[config.mk]
export PLATFORM = sky130hd
export DESIGN_NAME = rgb2gray_frame_loader
export DESIGN_NICKNAME = d
export VERILOG_FILES = /design/src/rtl/edge_pkg.sv /design/src/rtl/rgb2gray_pix.sv /design/src/rtl/rgb2gray_frame_loader.sv
export SDC_FILE = /design/constraint.sdc
export NUM_CORES = 1
export LEC_CHECK = 0
export ABC_AREA = 1
export BUFFER_PORTS_ARGS = -buffer_cell sky130_fd_sc_hd__buf_2
export CELL_PAD_IN_SITES_DETAIL_PLACEMENT = 1
export CELL_PAD_IN_SITES_GLOBAL_PLACEMENT = 1
export CORE_ASPECT_RATIO = 0.6
export CORE_MARGIN = 2
export CORE_UTILIZATION = 44
export CTS_CLUSTER_DIAMETER = 50
export DETAILED_ROUTE_END_ITERATION = 8
export HOLD_SLACK_MARGIN = 0.1
export PLACE_DENSITY = 0.9
export SLEW_MARGIN = 20
export SYNTH_ARGS = -nofsm -noshare
export SYNTH_HDL_FRONTEND = slang
export SYNTH_SLANG_ARGS = --single-unit
[constraint.sdc]
create_clock -name clk_i -period 1.8 [get_ports clk_i]
set_input_delay 0.09 -clock clk_i [delete_from_list [all_inputs] [get_ports clk_i]]
set_output_delay 0.09 -clock clk_i [all_outputs]
set_load 0.05 [all_outputs]
[src/rtl/edge_pkg.sv]
// edge_pkg: luma weights, loader FSM states and frame-size helper shared by the gray front end.
package edge_pkg;
    localparam int W_R = 77;
    localparam int W_G = 150;
    localparam int W_B = 29;

    typedef enum logic [2:0] {FILL, CONV_DRAIN, START, STREAM, WAIT_DONE} state_t;

    function automatic int frame_size(input int x, input int y);
        return x * y;
    endfunction
endpackage

[src/rtl/rgb2gray_pix.sv]
// rgb2gray_pix: single registered RGB->luma stage carrying a write-address tag.
// Define RGB2GRAY_ROUND_EN to round to nearest instead of truncating.
module rgb2gray_pix
    import edge_pkg::*;
#(
    parameter int AW = 4
) (
    input  logic          clk_i,
    input  logic          rst_ni,
    input  logic          in_valid_i,
    input  logic [23:0]   in_data_i,
    input  logic [AW-1:0] in_addr_i,
    output logic          out_valid_o,
    output logic [7:0]    out_gray_o,
    output logic [AW-1:0] out_addr_o
);
    logic [15:0] sum;

`ifdef RGB2GRAY_ROUND_EN
    assign sum = 16'(W_R * int'(in_data_i[23:16]) + W_G * int'(in_data_i[15:8])
                     + W_B * int'(in_data_i[7:0]) + 128);
`else
    assign sum = 16'(W_R * int'(in_data_i[23:16]) + W_G * int'(in_data_i[15:8])
                     + W_B * int'(in_data_i[7:0]));
`endif

    always_ff @(posedge clk_i or negedge rst_ni) begin
        if (!rst_ni) begin
            out_valid_o <= 1'b0;
            out_gray_o  <= '0;
            out_addr_o  <= '0;
        end else begin
            out_valid_o <= in_valid_i;
            out_gray_o  <= sum[15:8];
            out_addr_o  <= in_addr_i;
        end
    end
endmodule

[src/rtl/rgb2gray_frame_loader.sv]
// rgb2gray_frame_loader: buffers one RGB frame as luma, then streams it gap-free after a start pulse.
// Luma rounding is selected at build time with RGB2GRAY_ROUND_EN (see rgb2gray_pix).
module rgb2gray_frame_loader
    import edge_pkg::*;
#(
    parameter int IMG_X_SIZE = 3,
    parameter int IMG_Y_SIZE = 3
) (
    input  logic        clk_i,
    input  logic        rst_ni,
    input  logic        in_valid_i,
    output logic        in_ready_o,
    input  logic [23:0] in_data_i,
    input  logic        in_sop_i,
    input  logic        in_eop_i,
    input  logic        done_i,
    output logic        start_o,
    output logic [7:0]  gray_o,
    output logic        gray_valid_o,
    output logic        frame_err_o
);
    localparam int N  = frame_size(IMG_X_SIZE, IMG_Y_SIZE);
    localparam int PW = $clog2(N + 1);
    localparam logic [PW-1:0] LAST = PW'(N - 1);
    localparam logic [PW-1:0] FULL = PW'(N);

    state_t         state;
    logic [PW-1:0]  wr_ptr, rd_ptr, idx, pix_addr;
    logic [7:0]     pix_buf [N];
    logic [7:0]     pix_gray;
    logic           acc, keep, last, early, beat_err, pix_valid;

    // A beat carrying sop always restarts the frame; a non-sop beat at slot 0 has no frame to join.
    always_comb begin
        acc      = in_valid_i && in_ready_o;
        idx      = in_sop_i ? '0 : wr_ptr;
        keep     = in_sop_i || wr_ptr != '0;
        last     = idx == LAST;
        early    = in_eop_i && !last;
        beat_err = !keep || (in_sop_i && wr_ptr != '0) || early || (last && !in_eop_i);
    end

    rgb2gray_pix #(.AW(PW)) u_pix (
        .clk_i       (clk_i),
        .rst_ni      (rst_ni),
        .in_valid_i  (acc && keep && !early),
        .in_data_i   (in_data_i),
        .in_addr_i   (idx),
        .out_valid_o (pix_valid),
        .out_gray_o  (pix_gray),
        .out_addr_o  (pix_addr)
    );

    always_ff @(posedge clk_i) begin
        if (pix_valid) pix_buf[pix_addr] <= pix_gray;
    end

    always_ff @(posedge clk_i or negedge rst_ni) begin
        if (!rst_ni) begin
            state        <= FILL;
            in_ready_o   <= 1'b0;
            start_o      <= 1'b0;
            gray_o       <= '0;
            gray_valid_o <= 1'b0;
            frame_err_o  <= 1'b0;
            wr_ptr       <= '0;
            rd_ptr       <= '0;
        end else begin
            start_o <= 1'b0;
            case (state)
                FILL: begin
                    in_ready_o <= !(acc && keep && last);
                    if (acc) begin
                        if (beat_err) frame_err_o <= 1'b1;
                        wr_ptr <= (!keep || early) ? '0 : idx + 1'b1;
                        if (keep && last) state <= CONV_DRAIN;
                    end
                end
                CONV_DRAIN: begin
                    start_o <= 1'b1;
                    state   <= START;
                end
                // Pixel 0 is issued here so the stream begins the cycle right after start_o.
                START: begin
                    gray_o       <= pix_buf[0];
                    gray_valid_o <= 1'b1;
                    rd_ptr       <= PW'(1);
                    state        <= STREAM;
                end
                STREAM: begin
                    if (rd_ptr == FULL) begin
                        gray_o       <= '0;
                        gray_valid_o <= 1'b0;
                        state        <= WAIT_DONE;
                    end else begin
                        gray_o <= pix_buf[rd_ptr];
                        rd_ptr <= rd_ptr + 1'b1;
                    end
                end
                WAIT_DONE: begin
                    if (done_i) begin
                        wr_ptr     <= '0;
                        in_ready_o <= 1'b1;
                        state      <= FILL;
                    end
                end
                default: state <= FILL;
            endcase
        end
    end
endmodule

==> flow_summary.toml, run 1 <==
[cts]
cts.path.max_buffers = 2
cts_htree_levels = 3
cts_tree = "done"
cts-root-buf = "clkbuf_16"
clk_latency_ns = 0.37
cts_sinks = 108
clk_pin_slew_ns = 0.09
numCtsBuffers = 9

[sta]
worst_pin_slew_ns = 0.762
min_period_ns = 4.54
final.setup.worst_slack_ns = -2.74
max_freq_ghz = 0.220
finalSetupViolCount = 8
rsz0062_at_grt = "yes"
slew_headroom_pct = 48.6
hold_slack_ns = 0.137
fin_crit_sh_pct = 252
hold_violations = 0
finalClockSkew_ns = 0.0172
maxSlewViolCount = 0

[synthesis]
synthArstFlopShare_pct = 33.3
netlist_instances = 962
syn_area_mm2 = 0.00847
synth_edf_count = 72
syn_area_per_cell_um2 = 8.81
synth-seq-cells = 108
synth_flop_cell = "edfxtp_1"
syn_nets = 1148
yosysSeqAreaShare_pct = 36.2
ys_warn_count = 0
yosysUniqueCellTypes = 33

[die]
row_count = 39
die_w_um = 183
dieHeight_um = 111
pin_count = 42
coreArea_mm2 = 0.0189
die_area_mm2 = 0.0204
start_util_pct = 44.7

[cells_and_area]
drive_above_1_share_pct = 33.5
postLayoutCoreUtil_pct = 60.1
fin_nets = 1327
syn_to_final_growth_pct = 34.4

[worst_setup_path]
crit_type = "in -> reg"
cp.arrival_ns = 4.80
cp-start-kind = "primary input"
cp.required_ns = 2.06
crit_fanout = 5
end_kind = "register"

[global_route]
grt_pass1_vias = 8937
grt_first_pass_wirelength_mm = 48.8
grt_usage_pct = 31.1
grt_max_degree = 37
antenna_found_initial = 1
overflow = 0

[outcome]
outcome = "finished, violations left"
violations = "negative setup slack"

[detailed_routing]
first_iter_violations = 806
vias = 8482
ant_nets = 0
avgViaCountPerCell = 6.09
drt_wl_total_mm = 36.5
firstDrtPassIters = 5
drc = 0
wl_per_cell_um = 26.2

[placement]
portBuffers = 41
gp_congestion = 0.860
place_hpwl_mm = 21.0

[min_path]
holdCritPathClass = "in -> reg"

[flow_run]
cap_viol_max_count = 0
## registers in the layout, indices dropped and copies added, names as in the netlist
signal,count
pix_buf,72
gray_o,8
u_pix.out_gray_o,8
rd_ptr,4
u_pix.out_addr_o,4
wr_ptr,4
state,3
frame_err_o,1
gray_valid_o,1
in_ready_o,1
start_o,1
u_pix.out_valid_o,1
## worst paths after layout
| kind | from | end | slack (ns) | cells after the start |
|---|---|---|---|---|
| setup reg to reg | rd_ptr[0] | gray_o[6] | 0.03 | 9 |
| max in group asynchronous | rst_ni | u_pix.out_valid_o | 1.08 | 3 |
| setup / recovery | in_data_i[22] | u_pix.out_gray_o[7] | -2.74 | 22 |
| hold reg to reg | frame_err_o | frame_err_o | 0.50 | 1 |
| hold / removal | in_eop_i | u_pix.out_valid_o | 0.14 | 4 |
| min in group asynchronous | rst_ni | gray_o[1] | 0.32 | 3 |
## kinds of logic (layout without fill, tap and decap cells)
group / Yosys count / after routing / share of synthesized area, %
compound gates: 85 / 85 / 5.83
xor+xnor: 29 / 29 / 3.00
fa+ha+maj: 156 / 156 / 26.4
buf+inv: 171 / 355 / 8.24
flops: 108 / 108 / 36.2
other cells: 0 / 1 / 0
simple gates: 413 / 413 / 20.4
## cell usage after synthesis, types with 4 or more instances
| master | count | area (um2) |
|---|---|---|
| nand4_1 | 4 | 25.0 |
| inv_2 | 6 | 22.5 |
| o21ai_1 | 6 | 30.0 |
| nand3_1 | 97 | 485 |
| buf_2 | 4 | 20.0 |
| a21oi_1 | 35 | 175 |
| ha_1 | 118 | 1480 |
| inv_1 | 146 | 548 |
| nor2_1 | 71 | 267 |
| nor4_1 | 4 | 25.0 |
| fa_1 | 38 | 761 |
| nor3_1 | 8 | 40.0 |
| nand2_1 | 221 | 830 |
| dfrtp_1 | 36 | 901 |
| a21oi_2 | 8 | 70.1 |
| xnor2_1 | 13 | 114 |
| edfxtp_1 | 72 | 2160 |
| buf_4 | 9 | 67.6 |
| o21ai_0 | 18 | 90.1 |
| o21bai_1 | 5 | 37.5 |
| xor2_1 | 16 | 140 |
| nor2_2 | 5 | 31.3 |
## layout by cell type, fill, tap and decap left out, types with 4 or more instances in the layout
cell type / netlist / routed
xnor2_1: 13 / 6
o21ai_0: 18 / 11
inv_1: 146 / 123
nor2_4: 0 / 5
nand2_2: 0 / 30
nand2_1: 221 / 178
a21oi_1: 35 / 16
nand3_1: 97 / 85
clkbuf_16: 0 / 9
ha_4: 0 / 28
inv_2: 6 / 26
nand2_4: 0 / 13
fa_1: 38 / 36
nor2_1: 71 / 59
o21ai_1: 6 / 7
nor3_1: 8 / 5
buf_2: 4 / 37
a21oi_2: 8 / 19
ha_1: 118 / 89
nand3_2: 0 / 11
nand4_1: 4 / 4
buf_4: 9 / 135
xor2_1: 16 / 10
dlygate4sd3_1: 0 / 4
xor2_2: 0 / 4
nor2_2: 5 / 12
xnor2_2: 0 / 5
o21bai_1: 5 / 4
o21ai_4: 0 / 4
a21oi_4: 0 / 8
edfxtp_1: 72 / 72
dfrtp_1: 36 / 36
buf_6: 2 / 5
## critical path, stage by stage
cell and delay (ns):
buf_2 0.13, ha_1 0.31, ha_1 0.38, fa_1 0.52, ha_1 0.23, ha_1 0.42, inv_2 0.11, o21ai_0 0.46
nor2_1 0.14, nand3_2 0.12, xor2_2 0.17, fa_1 0.46, inv_2 0.10, ha_4 0.23, nand2_1 0.07, nand2_1 0.08
a21oi_2 0.14, nand2_2 0.10, a21oi_2 0.24, inv_1 0.11, nand2_1 0.10, nand2_1 0.06
## per-layer routing
metal,up-vias,track usage (%),part of all wire (%)
met1,4118,38.9,38
met4,0,13.2,7.7
met5,-,0,0
li1,3506,-,-
met2,627,52.3,46
met3,231,6.71,8.4
## final cells by class
type	instances	area, um2
fillers	2136	7550
multi-input cells	683	5760
flip-flops and latches	108	3060
repair buffers	184	1350
inverters	155	593
well taps	246	308
clock buffers	9	225
clock inverters	7	83.8
diodes	1	2.50
## timing repair
item / CTS / global route
endpoints found under the setup margin: 8 / 12
setup buffers: 5 / 6
hold endpoints to repair: 42 / 0
cloned: 0 / 0
hold buffers: 4 / 0
gates resized for setup: 62 / 94
pin swaps: 38 / 29
## through the flow
step	instance area [um2]	std cells	setup TNS [ns]	setup WS, ns
2_1_floorplan	8840	962	-14.96	-1.97
3_3_place_gp	10200	1364	-19.00	-2.47
3_5_place_dp	10200	1364	-20.83	-2.78
4_1_cts	10900	1387	-16.42	-2.16
5_1_grt	11400	1393	-19.54	-2.72
6_report	11400	1393	-19.16	-2.74
Power of run 1 is left out: the tool's default activity adds up to more than one toggle a clock period on the data nets, which glitch-free logic cannot reach.
==> run 2: changes to the inputs <==
- REMOVE_ABC_BUFFERS: not set -> 1
==> flow_summary.toml, run 2 (synthesized netlist as in run 1, its figures left out) <==
[detailed_routing]
drt_wl_total_mm = 41.0
ant_nets = 0
vias = 8862
firstDrtPassIters = 8
first_iter_violations = 1135
wl_per_cell_um = 29.1
drc = 0
avgViaCountPerCell = 6.30

[worst_setup_path]
cp-start-kind = "primary input"
cp_slowest_stage_delay_ns = 0.60
crit_type = "in -> reg"
cp.required_ns = 2.08
worstRegToRegCells = 7
crit_chain = "buf_8, ha_4, ha_4, inv_2, fa_1, fa_2, inv_2, ha_4, buf_4, nand2_1, nor2_2, nand2_2, nand3_4, xnor2_2, fa_1, inv_2, ha_4, buf_4, nand2_4, nor2_2, nor2_1, nand3_2, xor2_1"
worst_path_max_delay_cell = "fa_2"
crit_top_cell = "ha_4"
end_kind = "register"
cp.arrival_ns = 4.75
crit_fanout = 4

[cts]
cts_tree = "done"
cts_htree_levels = 3
cts_sinks = 108
cts.path.max_buffers = 2
clk_pin_slew_ns = 0.08
cts-root-buf = "clkbuf_16"
clk_latency_ns = 0.37
numCtsBuffers = 9

[flow_run]
cap_viol_max_count = 0

[min_path]
holdCritPathClass = "in -> async"

[cells_and_area]
postLayoutCoreUtil_pct = 62.4
regMostFlops = "pix_buf"
final_cell_area_mm2 = 0.0118
final_common_cell = "nand2_1"
largest_reg_flops = 72
top_regs = "pix_buf: 72 flops, gray_o: 8 flops, u_pix.out_gray_o: 8 flops"
final_cell_mix = "nand2_1 (168), buf_4 (136), inv_1 (114), nand3_1 (84), ha_1 (84)"
fill_cells = 2085
multi_input_area_mm2 = 0.00595
antennaDiodeCount = 0
drive_above_1_share_pct = 37.0
fin_nets = 1342
seqCellArea_mm2 = 0.00306
syn_to_final_growth_pct = 39.4

[placement]
portBuffers = 41
place_area_mm2 = 0.00988
dp_worst_setup_slack_ns = -3.06
gp_congestion = 0.930
place_hpwl_mm = 21.7

[outcome]
outcome = "finished, violations left"
violations = "negative setup slack"

[global_route]
grt_pass1_vias = 9533
grt_first_pass_wirelength_mm = 56.3
antenna_found_initial = 0
overflow = 0
grt_usage_pct = 36.7
grt_max_degree = 33

[sta]
maxSlewViolCount = 0
finalSetupViolCount = 9
fin_crit_sh_pct = 249
slew_headroom_pct = 65.4
min_period_ns = 4.47
worst_pin_slew_ns = 0.514
max_freq_ghz = 0.224
rsz0062_at_grt = "yes"
hold_violations = 0
finalClockSkew_ns = 0.0144
hold_slack_ns = 0.177
final.setup.worst_slack_ns = -2.67

[die]
coreArea_mm2 = 0.0189
start_util_pct = 44.7
dieHeight_um = 111
row_count = 39
die_w_um = 183
die_area_mm2 = 0.0204
pin_count = 42
## run 2: cell types whose count changed in the layout (fill, tap and decap cells not counted), sizes merged
cell,delta
buf,+14
bufinv,+1
clkinvlp,-2
diode,-1
dlygate4sd3,+1
inv,+1
## run 2: routing by layer
layer | share of wire, % | global-route usage, %
met4 | 7.7 | 18.3
met3 | 9.9 | 8.60
met1 | 37 | 44.2
met5 | 0 | 0
met2 | 45 | 61.9
## run 2: per-stage QoR
stage	cells	setup TNS (ns)
finish	1407	-19.80
global route	1407	-20.52
CTS	1400	-16.54
detailed placement	1366	-23.73
global placement	1366	-21.43
floorplan	946	-18.44
## run 2: path summary, 6_finish.rpt
path                                       endpoint  slack [ns]     startpoint
worst max-delay path            u_pix.out_gray_o[4]       -2.67  in_data_i[12]
worst min-delay path                      gray_o[2]        0.18         rst_ni
worst max register to register            gray_o[3]       -0.01       state[0]
worst min register to register          frame_err_o        0.48    frame_err_o
max in group asynchronous                 rd_ptr[0]        1.01         rst_ni
min in group clk_i                      frame_err_o        0.48    frame_err_o
## run 2: what timing repair did
action / in CTS / in global routing
hold buffers: 5 / 0
gates resized for setup: 240 / 56
pin swaps: 111 / 45
buffers inserted: 16 / 8
hold endpoints to repair: 42 / 0
setup endpoints to repair: 8 / 20
## run 2: critical path, delay by kind of cell
kind	cells	cell delay (ns)
XOR/XNOR	2	0.27
adder cells (fa/ha/maj)	7	2.72
buffers and inverters	6	0.54
AND/OR/NAND/NOR	8	1.11
## run 2: cell type report
class,instances,share of cell area [%]
clock inverter,7,0.933
inverter,155,5.10
sequential,108,26.0
clock buffer,9,1.91
multi-input combinational,683,50.4
tap,246,2.61
timing repair buffer,199,13.1
Power of run 2 is left out for the same reason.
==> run 3: changes to the inputs <==
- PLACE_DENSITY: 0.9 -> not set
- PLACE_DENSITY_LB_ADDON: not set -> 0.1
- TNS_END_PERCENT: not set -> 20
==> flow_summary.toml, run 3 (synthesized netlist as in run 1, its figures left out) <==
[cts]
clk_latency_ns = 0.36
clk_pin_slew_ns = 0.08
cts_tree = "done"
cts-root-buf = "clkbuf_16"
cts.path.max_buffers = 2
cts_sinks = 108
numCtsBuffers = 9
cts_htree_levels = 3

[cells_and_area]
fin_nets = 1340
largest_reg_flops = 72
final_common_cell = "nand2_1"
syn_to_final_growth_pct = 32.7
antennaDiodeCount = 0
regMostFlops = "pix_buf"
top_regs = "pix_buf: 72 flops, gray_o: 8 flops, u_pix.out_gray_o: 8 flops"
final_cell_area_mm2 = 0.0112
final_cell_mix = "nand2_1 (196), buf_4 (146), inv_1 (121), nand3_1 (88), ha_1 (86)"
drive_above_1_share_pct = 31.1

[die]
row_count = 39
pin_count = 42
coreArea_mm2 = 0.0189
dieHeight_um = 111
start_util_pct = 44.7
die_w_um = 183
die_area_mm2 = 0.0204

[worst_setup_path]
startpoint = "in_data_i[3]"
end_kind = "register"
cp_slowest_stage_delay_ns = 0.55
crit_fanout = 4
crit_top_cell = "nand2_1"
cp.arrival_ns = 4.34
crit_type = "in -> reg"
worst_path_max_delay_cell = "fa_1"
rr_startpoint = "rd_ptr[0]"
cp-start-kind = "primary input"
cp.required_ns = 2.09
crit_buf_inv = 6
critical-path-top-delay-family = "adder cells"

[outcome]
violations = "negative setup slack"
outcome = "finished, violations left"

[sta]
worst_pin_slew_ns = 0.522
finalClockSkew_ns = 0.00965
fin_tns_setup_ns = -17.34
max_freq_ghz = 0.247
slew_headroom_pct = 65.2
final.setup.worst_slack_ns = -2.25
maxSlewViolCount = 0
rsz0062_at_grt = "yes"
hold_violations = 0
min_period_ns = 4.05
fin_crit_sh_pct = 225
hold_slack_ns = 0.311
finalSetupViolCount = 8

[placement]
place_area_mm2 = 0.00996
place_hpwl_mm = 18.5
portBuffers = 41
dp_worst_setup_slack_ns = -2.86
gp_congestion = 0.848

[global_route]
antenna_found_initial = 0
grt_first_pass_wirelength_mm = 39.3
grt_usage_pct = 24.6
grt_pass1_vias = 7772
grt_max_degree = 37
overflow = 0

[detailed_routing]
vias = 7152
wl_per_cell_um = 17.1
ant_nets = 0
first_iter_violations = 332
wl_met2_mm = 10.8
drt_wl_total_mm = 24.1
drc = 0
route.met3.wl_um = 898
avgViaCountPerCell = 5.09
wl_met1_mm = 12.3
dr.max_layer_used = "met4"
firstDrtPassIters = 4

[min_path]
holdCritPathClass = "in -> async"

[flow_run]
cap_viol_max_count = 0
run 3: cell types whose count changed in the layout (fill, tap and decap cells not counted), sizes merged:
cell,delta
clkinvlp,-1
bufinv,-2
inv,+2
clkinv,+1
buf,-2
run 3: worst paths after layout:
kind,end,slack (ns),depth (start not counted)
setup / recovery,u_pix.out_gray_o[6],-2.25,25
hold / removal,gray_o[2],0.31,3
setup reg to reg,gray_o[6],0.18,10
hold reg to reg,gray_valid_o,0.49,2
max in group asynchronous,wr_ptr[3],1.10,3
min in group clk_i,gray_valid_o,0.49,2
run 3: repair_timing:
| action | CTS | global route |
|---|---|---|
| gates resized for setup | 121 | 60 |
| setup endpoints to repair | 8 | 9 |
| setup buffers | 5 | 4 |
| pin swaps | 63 | 55 |
| hold buffers | 5 | 0 |
| endpoints found under the hold margin | 42 | 0 |
run 3: metal layers:
| layer | up-vias | track usage [%] |
|---|---|---|
| met3 | 13 | 3.40 |
| met5 | - | 0 |
| met1 | 3519 | 37.2 |
| met2 | 93 | 38.6 |
| li1 | 3527 | - |
| met4 | 0 | 3.15 |
run 3: cell type report:
| class | count | area (um2) |
|---|---|---|
| flip-flops and latches | 108 | 3060 |
| clock inverters | 7 | 66.3 |
| fillers | 2170 | 7690 |
| repair buffers | 197 | 1460 |
| inverters | 155 | 589 |
| clock buffers | 9 | 225 |
| multi-input cells | 683 | 5530 |
| well taps | 246 | 308 |
run 3: worst min-delay path, stage by stage:
cell and delay (ns):
dlygate4sd3_1 0.52, buf_2 0.09, buf_4 0.42
run 3: through the flow:
step	std cells	util, %
after floorplan	946	-
after global placement	1377	52.6
after detailed placement	1377	52.6
after CTS	1401	57.8
after global routing	1405	59.4
final	1405	59.4
Power of run 3 is left out for the same reason.
